$ cat src/rtl/uart_transmitter.sv
// UART transmitter: valid/ready push into a small FIFO, frames serialised LSB first on TXserial.
// Optional parity bit is built in when the UART_TX_PARITY_EN macro is defined.
module uart_transmitter #(
  parameter int unsigned WIDTH        = 8,
  parameter int unsigned DEPTH        = 4,
  parameter int unsigned CLKS_PER_BIT = 16,
  parameter int unsigned STOP_BITS    = 1,
  parameter bit          PARITY_ODD   = 1'b0
) (
  input  logic                       clk,
  input  logic                       reset,
  input  logic [WIDTH-1:0]           tx_data,
  input  logic                       tx_valid,
  output logic                       tx_ready,
  output logic                       TXserial,
  output logic                       tx_busy,
  output logic [$clog2(DEPTH+1)-1:0] fifo_count
);

  localparam int unsigned PtrW     = $clog2(DEPTH);
  localparam int unsigned CntW     = $clog2(DEPTH + 1);
  localparam int unsigned StopClks = STOP_BITS * CLKS_PER_BIT;
  localparam int unsigned BaudW    = $clog2(StopClks);
  localparam int unsigned BitW     = (WIDTH > 1) ? $clog2(WIDTH) : 1;

  localparam logic [BaudW-1:0] BitLast   = BaudW'(CLKS_PER_BIT - 1);
  localparam logic [BaudW-1:0] StopLast  = BaudW'(StopClks - 1);
  localparam logic [BitW-1:0]  LastBit   = BitW'(WIDTH - 1);
  localparam logic [CntW-1:0]  CountFull = CntW'(DEPTH);

  typedef enum logic [2:0] {
    StIdle,
    StStart,
    StData,
`ifdef UART_TX_PARITY_EN
    StParity,
`endif
    StStop
  } state_e;

  logic [WIDTH-1:0] r_mem [DEPTH];
  logic [PtrW-1:0]  r_wptr;
  logic [PtrW-1:0]  r_rptr;
  logic [CntW-1:0]  r_count;

  state_e           r_state;
  logic [BaudW-1:0] r_baud;
  logic [BitW-1:0]  r_bitcnt;
  logic [WIDTH-1:0] r_shift;
  logic             r_tx;
`ifdef UART_TX_PARITY_EN
  logic             r_parity;
`else
  logic             w_unused_parity_odd;
  assign w_unused_parity_odd = PARITY_ODD;
`endif

  logic             w_push;
  logic             w_pop;
  logic [WIDTH-1:0] w_head;
  logic [WIDTH-1:0] w_shift_next;

  always_comb begin
    tx_ready     = (r_count != CountFull);
    w_push       = tx_valid && tx_ready;
    // The FSM pops only from IDLE or at the very last cycle of the stop phase.
    w_pop        = (r_count != '0) &&
                   ((r_state == StIdle) || ((r_state == StStop) && (r_baud == StopLast)));
    w_head       = r_mem[r_rptr];
    w_shift_next = r_shift >> 1;
  end

  always_ff @(posedge clk) begin
    if (w_push) begin
      r_mem[r_wptr] <= tx_data;
    end
  end

  always_ff @(posedge clk or negedge reset) begin
    if (!reset) begin
      r_wptr  <= '0;
      r_rptr  <= '0;
      r_count <= '0;
    end else begin
      if (w_push) begin
        r_wptr <= r_wptr + PtrW'(1);
      end
      if (w_pop) begin
        r_rptr <= r_rptr + PtrW'(1);
      end
      case ({w_push, w_pop})
        2'b10:   r_count <= r_count + CntW'(1);
        2'b01:   r_count <= r_count - CntW'(1);
        default: r_count <= r_count;
      endcase
    end
  end

  always_ff @(posedge clk or negedge reset) begin
    if (!reset) begin
      r_state  <= StIdle;
      r_baud   <= '0;
      r_bitcnt <= '0;
      r_shift  <= '0;
      r_tx     <= 1'b1;
`ifdef UART_TX_PARITY_EN
      r_parity <= 1'b0;
`endif
    end else begin
      case (r_state)
        StIdle: begin
          r_tx   <= 1'b1;
          r_baud <= '0;
          if (w_pop) begin
            r_state  <= StStart;
            r_shift  <= w_head;
            r_bitcnt <= '0;
            r_tx     <= 1'b0;
`ifdef UART_TX_PARITY_EN
            r_parity <= (^w_head) ^ PARITY_ODD;
`endif
          end
        end
        StStart: begin
          if (r_baud == BitLast) begin
            r_state <= StData;
            r_baud  <= '0;
            r_tx    <= r_shift[0];
          end else begin
            r_baud <= r_baud + BaudW'(1);
          end
        end
        StData: begin
          if (r_baud == BitLast) begin
            r_baud  <= '0;
            r_shift <= w_shift_next;
            if (r_bitcnt == LastBit) begin
              r_bitcnt <= '0;
`ifdef UART_TX_PARITY_EN
              r_state  <= StParity;
              r_tx     <= r_parity;
`else
              r_state  <= StStop;
              r_tx     <= 1'b1;
`endif
            end else begin
              r_bitcnt <= r_bitcnt + BitW'(1);
              r_tx     <= w_shift_next[0];
            end
          end else begin
            r_baud <= r_baud + BaudW'(1);
          end
        end
`ifdef UART_TX_PARITY_EN
        StParity: begin
          if (r_baud == BitLast) begin
            r_state <= StStop;
            r_baud  <= '0;
            r_tx    <= 1'b1;
          end else begin
            r_baud <= r_baud + BaudW'(1);
          end
        end
`endif
        StStop: begin
          if (r_baud == StopLast) begin
            r_baud <= '0;
            // Queued word: go straight to the next start bit with no idle gap.
            if (w_pop) begin
              r_state  <= StStart;
              r_shift  <= w_head;
              r_bitcnt <= '0;
              r_tx     <= 1'b0;
`ifdef UART_TX_PARITY_EN
              r_parity <= (^w_head) ^ PARITY_ODD;
`endif
            end else begin
              r_state <= StIdle;
              r_tx    <= 1'b1;
            end
          end else begin
            r_baud <= r_baud + BaudW'(1);
          end
        end
        default: begin
          r_state <= StIdle;
          r_baud  <= '0;
          r_tx    <= 1'b1;
        end
      endcase
    end
  end

  assign TXserial   = r_tx;
  assign tx_busy    = (r_state != StIdle);
  assign fifo_count = r_count;

endmodule

$ cat config.mk
export PLATFORM = sky130hd
export DESIGN_NAME = uart_transmitter
export DESIGN_NICKNAME = d
export VERILOG_FILES = /design/src/rtl/uart_transmitter.sv
export SDC_FILE = /design/constraint.sdc
export NUM_CORES = 1
export LEC_CHECK = 0
export CELL_PAD_IN_SITES_DETAIL_PLACEMENT = 0
export CELL_PAD_IN_SITES_GLOBAL_PLACEMENT = 1
export CORE_UTILIZATION = 25
export CTS_CLUSTER_DIAMETER = 80
export DETAILED_ROUTE_END_ITERATION = 12
export GPL_ROUTABILITY_DRIVEN = 0
export GPL_TIMING_DRIVEN = 1
export PLACE_DENSITY = 0.44
export SYNTH_ARGS = -nofsm -noshare
export SYNTH_HDL_FRONTEND = slang
export SYNTH_SLANG_ARGS = --single-unit
$ cat constraint.sdc
create_clock -name clk -period 3.7 [get_ports clk]
set_clock_uncertainty 0.2 [all_clocks]
set_input_delay 0.74 -clock clk [delete_from_list [all_inputs] [get_ports clk]]
set_output_delay 0.74 -clock clk [all_outputs]
set_load 0.01 [all_outputs]
**Yosys cells after proc, flatten, opt, wreduce, memory -nomap -nowiden**

Memory sizes are Yosys's and may differ from the RTL's.
Index checks and enable logic that the tools add are counted.

- Add/sub/neg operators: 6
- Equality and inequality tests: 13
- Muxes and demuxes: 27
- Reduce and logical (&&, ||, !) cells: 13

Operator list:

| cell | number |
|---|---|
| two-way mux 3 bit | 9 |
| two-way mux 8 bit | 3 |
| one-hot mux 8 bit (3 select lines) | 1 |
| one-hot mux 3 bit (4 select lines) | 1 |
| one-hot mux 3 bit (3 select lines) | 1 |
| nonzero test 3 bit | 3 |
| two-way mux 1 bit | 8 |
| two-way mux 4 bit | 2 |
| != test 2 bit, second input constant | 4 |
| adder 3 x 1 -> 3 bit, second input constant | 2 |
| equality test 3 x 2 -> 1 bit, second input constant | 2 |
| one-hot mux 3 bit (2 select lines) | 1 |
| AND reduction 3 bit | 2 |
| AND reduction 5 bit | 1 |
| adder 2 x 1 -> 2 bit, second input constant | 2 |
| adder 4 x 1 -> 4 bit, second input constant | 1 |
| equality test 4 bit, second input constant | 1 |
| one-hot mux 1 bit (4 select lines) | 1 |
| equality test 3 x 1 -> 1 bit, second input constant | 1 |
| equality test 3 bit, second input constant | 1 |
| logical AND 1 bit | 3 |
| zero test 3 bit | 1 |
| != test 3 bit, second input constant | 1 |
| OR reduction 3 bit | 1 |
| other kinds (6) | 6 |

- Flip-flop bits (word level): 26
- Bits in writable memories: 32
- Logic and storage cells: 68
- Memories: 1

Memory list:

| name | words | bits a word | read ports | clocked after memory_dff | wr ports | line | text |
|---|---|---|---|---|---|---|---|
| r_mem | 4 | 8 | 1 | 0 | 1 | 41 | `logic [WIDTH-1:0] r_mem [DEPTH];` |

**Logic depth before layout (Yosys ltp)**

- Depth in word-level cells: 7
- Depth in mapped cells: 10
- Gate-level depth less buffers: 10

**Worst setup path before layout**

No wires, ideal clock.

- Path kind: reg-to-reg
- Start: register r_state[0]
- End: register r_count[2], in the netlist fifo_count[2]
- Library setup time: 0.079 ns
- Data arrival time: 2.096 ns
- Required time: 3.421 ns
- Path slack: 1.325 ns
- Cell stages (with the launch flop): 11
- Buffers on the path: 0
- Clock period less this slack: 2.375 ns
- Cell sequence: dfrtp_1 inv_1 ha_1 inv_1 a21oi_1 ha_1 inv_1 fa_1 xor2_1 nor2_1 xor2_1

- Longest elaborated chain between the ends: 6

RTL lines:

| item | line | text |
|---|---|---|
| from (decl) | 46 | `state_e r_state;` |
| from (signal assigned) | 101 | `r_state <= StIdle;` |
| from (signal assigned) | 115 | `r_state <= StStart;` |
| from (signal assigned) | 126 | `r_state <= StData;` |
| equality test 3 x 2 -> 1 bit | 68 | `((r_state == StIdle) \|\| ((r_state == StStop) && (r_baud == StopLast)));` |
| logical AND 1 bit | 68 |  |
| logical OR 1 bit * | 68 |  |
| logical AND 1 bit * | 67 | `w_pop = (r_count != '0) &&` |
| equality test 2 x 1 -> 1 bit / equality test 2 bit (equally long branches) | 91 | `case ({w_push, w_pop})` |
| one-hot mux 3 bit (2 select lines) / nonzero test 2 bit (equally long branches) | - |  |
| to (signal assigned) | 92 | `2'b10: r_count <= r_count + CntW'(1);` |
| to (signal assigned) | 93 | `2'b01: r_count <= r_count - CntW'(1);` |
| to (signal assigned) | 94 | `default: r_count <= r_count;` |
| to (decl) | 44 | `logic [CntW-1:0] r_count;` |

Every way passes the cells marked *; elsewhere a longest branch is shown, timed or not.
A chain may end at the register's enable or synchronous reset.

**Worst setup path after layout**

- Start: register r_state[0]
- End: register r_shift[5]

- Longest elaborated chain between the ends: 7

RTL lines:

| item | line | text |
|---|---|---|
| equality test 3 x 2 -> 1 bit | 68, 110 |  |
| logical AND 1 bit | 68 |  |
| logical OR 1 bit | 68 |  |
| logical AND 1 bit | 67 |  |
| two-way mux 8 bit (2 in a row) | - |  |
| one-hot mux 8 bit (3 select lines) | 110 | `case (r_state)` |
| to (signal assigned) | 116 | `r_shift <= w_head;` |
| to (signal assigned) | 136 | `r_shift <= w_shift_next;` |
| to (signal assigned) | 171 | `r_shift <= w_head;` |
| to (decl) | 49 | `logic [WIDTH-1:0] r_shift;` |

Parallel ways exist; a longest one is shown, timed or not. The select of a mux whose other input is x is not followed.

==> run metrics <==
DR vias/cell 4.14; internal power 1.30 mW; synthesized instance count 160; R2R setup slack 840 ps; largest net degree at the start of global routing 26; r2r startpoint r_state[0]$_DFFE_PN0P_; die height 104 um; WL final 4890 um; crit-path max cell delay 610 ps; drt pass-1 iters 4; Die ar. 0.0108 mm^2; CP max FO 17; vias in the first global route 1,434; critical path depth 6; fillcell total 997; Seq pwr share 0.476; worst setup path start r_state[0]$_DFFE_PN0P_; # IOs 17; synth warn 0; syn nets 186; final worst slack 840 ps; worst min-delay path category reg -> reg; status complete, no violations; core area 0.00995 mm^2; Max Cap Viol 0; CTS clk-pin slew, worst paths 60 ps; ys flop type edfxtp_1; top post-synthesis cells by area edfxtp_1 37%, dfrtp_1 23%, mux4_2 6.9%; initial antenna violation count 0; Overflow after GRT 0; total CTS buffers 9; DRC 0; initial core utilization 0.262; starting DRC count in detailed routing 39; via count 1,332; first-pass GRT wire length 7850 um; CTS root buf clkbuf_8; share of cells above drive strength 1 0.228; Seq cells post-synth 57; Power Dens Cells 555 mW/mm^2; post-detailed-route count of antenna-violating nets 0; area of the multi-input gates 931 um^2; syn_area_per_cell 16.3 um^2; hold bufs inserted after CTS 0; row count 36; input/output buffers 16; fmax 350 MHz; CTS tree yes; Max clock buf depth 2; setup tns final 0 ps; Post-CTS Setup Repair Bufs 0; biggest area consumer among synthesized cells edfxtp_1; Hold Vio Cnt, Final 0; Clk pwr share 0.367; RSZ-0062 raised after global routing false; Post-Synthesis Cell Area 0.00261 mm^2; Worst-Skew Late Latency 340 ps; placed cell count 306; number of flops mapped to enable cells by yosys 32; Setup violations, final 0; dpl ws 793 ps; Final min period 2860 ps; Worst Path Required 3710 ps; Slew headroom 0.556; CP max-delay cell or4_4; CP endpoint r_shift[5]$_DFFE_PN0P_; HPWL Detailed 3290 um; Final period util 0.773; Synth cell types 38; H-Tree Depth 3; CP Buf/Inv Count 2; R2R Path End r_shift[5]$_DFFE_PN0P_; VDD IR-drop max 0.213 mV; CP cell instances inv_1, ha_1, or4_4, o32ai_2, buf_4, mux2_4; CTS sink count 57; Seq/Total Area, Yosys 0.609; NetSw 0.433 mW; actual slew at the worst max-slew pin 666 ps; Die W 104 um; Area Growth Syn to Fin 19.7%; asr flop ratio synth 0.439; register area 0.00159 mm^2; top cell type's share of synthesized area 0.369; Crit. End Element flip-flop; final slew viol count 0; Final nets 210; worst reg2reg path depth 6; Top Family by Delay on Critical Path simple AND/OR/NAND/NOR gates; crit path launch type flip-flop; WP data arrival 2870 ps; post-cts repair resize count 0; Non-Filler Instances 322; total track usage 0.0982; Comb pwr share 0.157; Sw Ratio 0.250; detail-routed net length per standard cell 15.2 um; Inserted Diodes 0; crit path kind reg -> reg; LEAKAGE 1.22 nW
stage by stage:
stage	hold slack [ps]	cell area (um^2)	power (mW)	util
after floorplan	244	2610	0.986	-
after global placement	271	2910	1.10	0.292
after detailed placement	290	2910	1.12	0.292
after CTS	313	3120	1.77	0.313
after global routing	337	3120	1.82	0.313
final	312	3120	1.73	0.313
cells by family after synthesis:
| family | synth area share |
|---|---|
| muxes | 0.174 |
| AOI/OAI and AO/OA | 0.0384 |
| xor gates and xnor gates | 0.0235 |
| DFF | 0.609 |
| adders and majority gates | 0.0749 |
| and+or+nand+nor | 0.0466 |
| buffers and inverters | 0.0336 |
registers in the layout, summed over array words and instances (netlist names):
name,count
r_baud,4
TXserial,1
r_mem,32
fifo_count,3
r_state,2
r_rptr,2
r_bitcnt,3
r_shift,8
r_wptr,2
power groups by stage:
stage / Sequential (mW) / Clock (mW) / Combinational, mW
after floorplan: 0.834 / 0 / 0.152
after global placement: 0.833 / 0 / 0.265
after detailed placement: 0.840 / 0 / 0.281
after CTS: 0.828 / 0.655 / 0.283
after global routing: 0.836 / 0.678 / 0.304
final: 0.825 / 0.636 / 0.271
per-layer routing:
metal,share of wire,vias up,global-route usage
met2,0.53,19,0.167
met4,0.0096,0,0.0337
met1,0.43,662,0.111
met5,0,-,0
li1,-,644,-
met3,0.037,7,0.0401
layout make-up:
class / count / area share
clock buffers: 12 / 0.0465
clock inverters: 4 / 0.0221
inverters: 12 / 0.0144
multi-input cells: 86 / 0.298
flip-flops and latches: 57 / 0.509
well taps: 133 / 0.0533
repair buffers: 18 / 0.0562
synth_stat cells (2+ instances only):
master    instances
edfxtp_1         32
dfrtp_1          24
ha_1             14
inv_1            12
mux2_2            9
mux2_4            8
mux4_2            8
a21oi_1           4
and3_1            4
mux2i_1           4
xnor2_1           4
nand2_1           3
xor2_1            3
buf_6             2
nand3_1           2
nor2_1            2
nor2b_1           2
nor3_1            2
nor3b_1           2
cells in the final DEF, fill, tap and decap left out, types with 2 or more instances in the layout:
cell / instances
edfxtp_1: 32
and3_1: 4
bufinv_16: 2
nor3b_1: 2
mux2i_1: 4
buf_4: 2
dfrtp_1: 24
ha_1: 14
nor2b_1: 2
clkdlybuf4s50_1: 16
nor2_1: 2
nand2_1: 3
a21oi_1: 4
xnor2_1: 4
nand3_1: 2
nor3_1: 2
xor2_1: 3
mux2_2: 9
mux4_2: 8
inv_1: 12
mux2_4: 8
clkbuf_1: 2
clkbuf_8: 10
worst min-delay path by stage:
stage                     slack [ps]  cells past startpoint                   endpoint              startpoint
after CTS                        310                      1     r_shift[3]$_DFFE_PN0P_  r_shift[3]$_DFFE_PN0P_
after detailed placement         290                      1     r_shift[4]$_DFFE_PN0P_  r_shift[4]$_DFFE_PN0P_
after global routing             340                      1     r_shift[6]$_DFFE_PN0P_  r_shift[6]$_DFFE_PN0P_
after global placement           270                      1        r_baud[0]$_DFF_PN0_     r_baud[0]$_DFF_PN0_
after floorplan                  240                      0  fifo_count[0]$_DFFE_PN0P_                   reset
final                            310                      1     r_shift[3]$_DFFE_PN0P_  r_shift[3]$_DFFE_PN0P_
(Power assumes the default switching activity.)
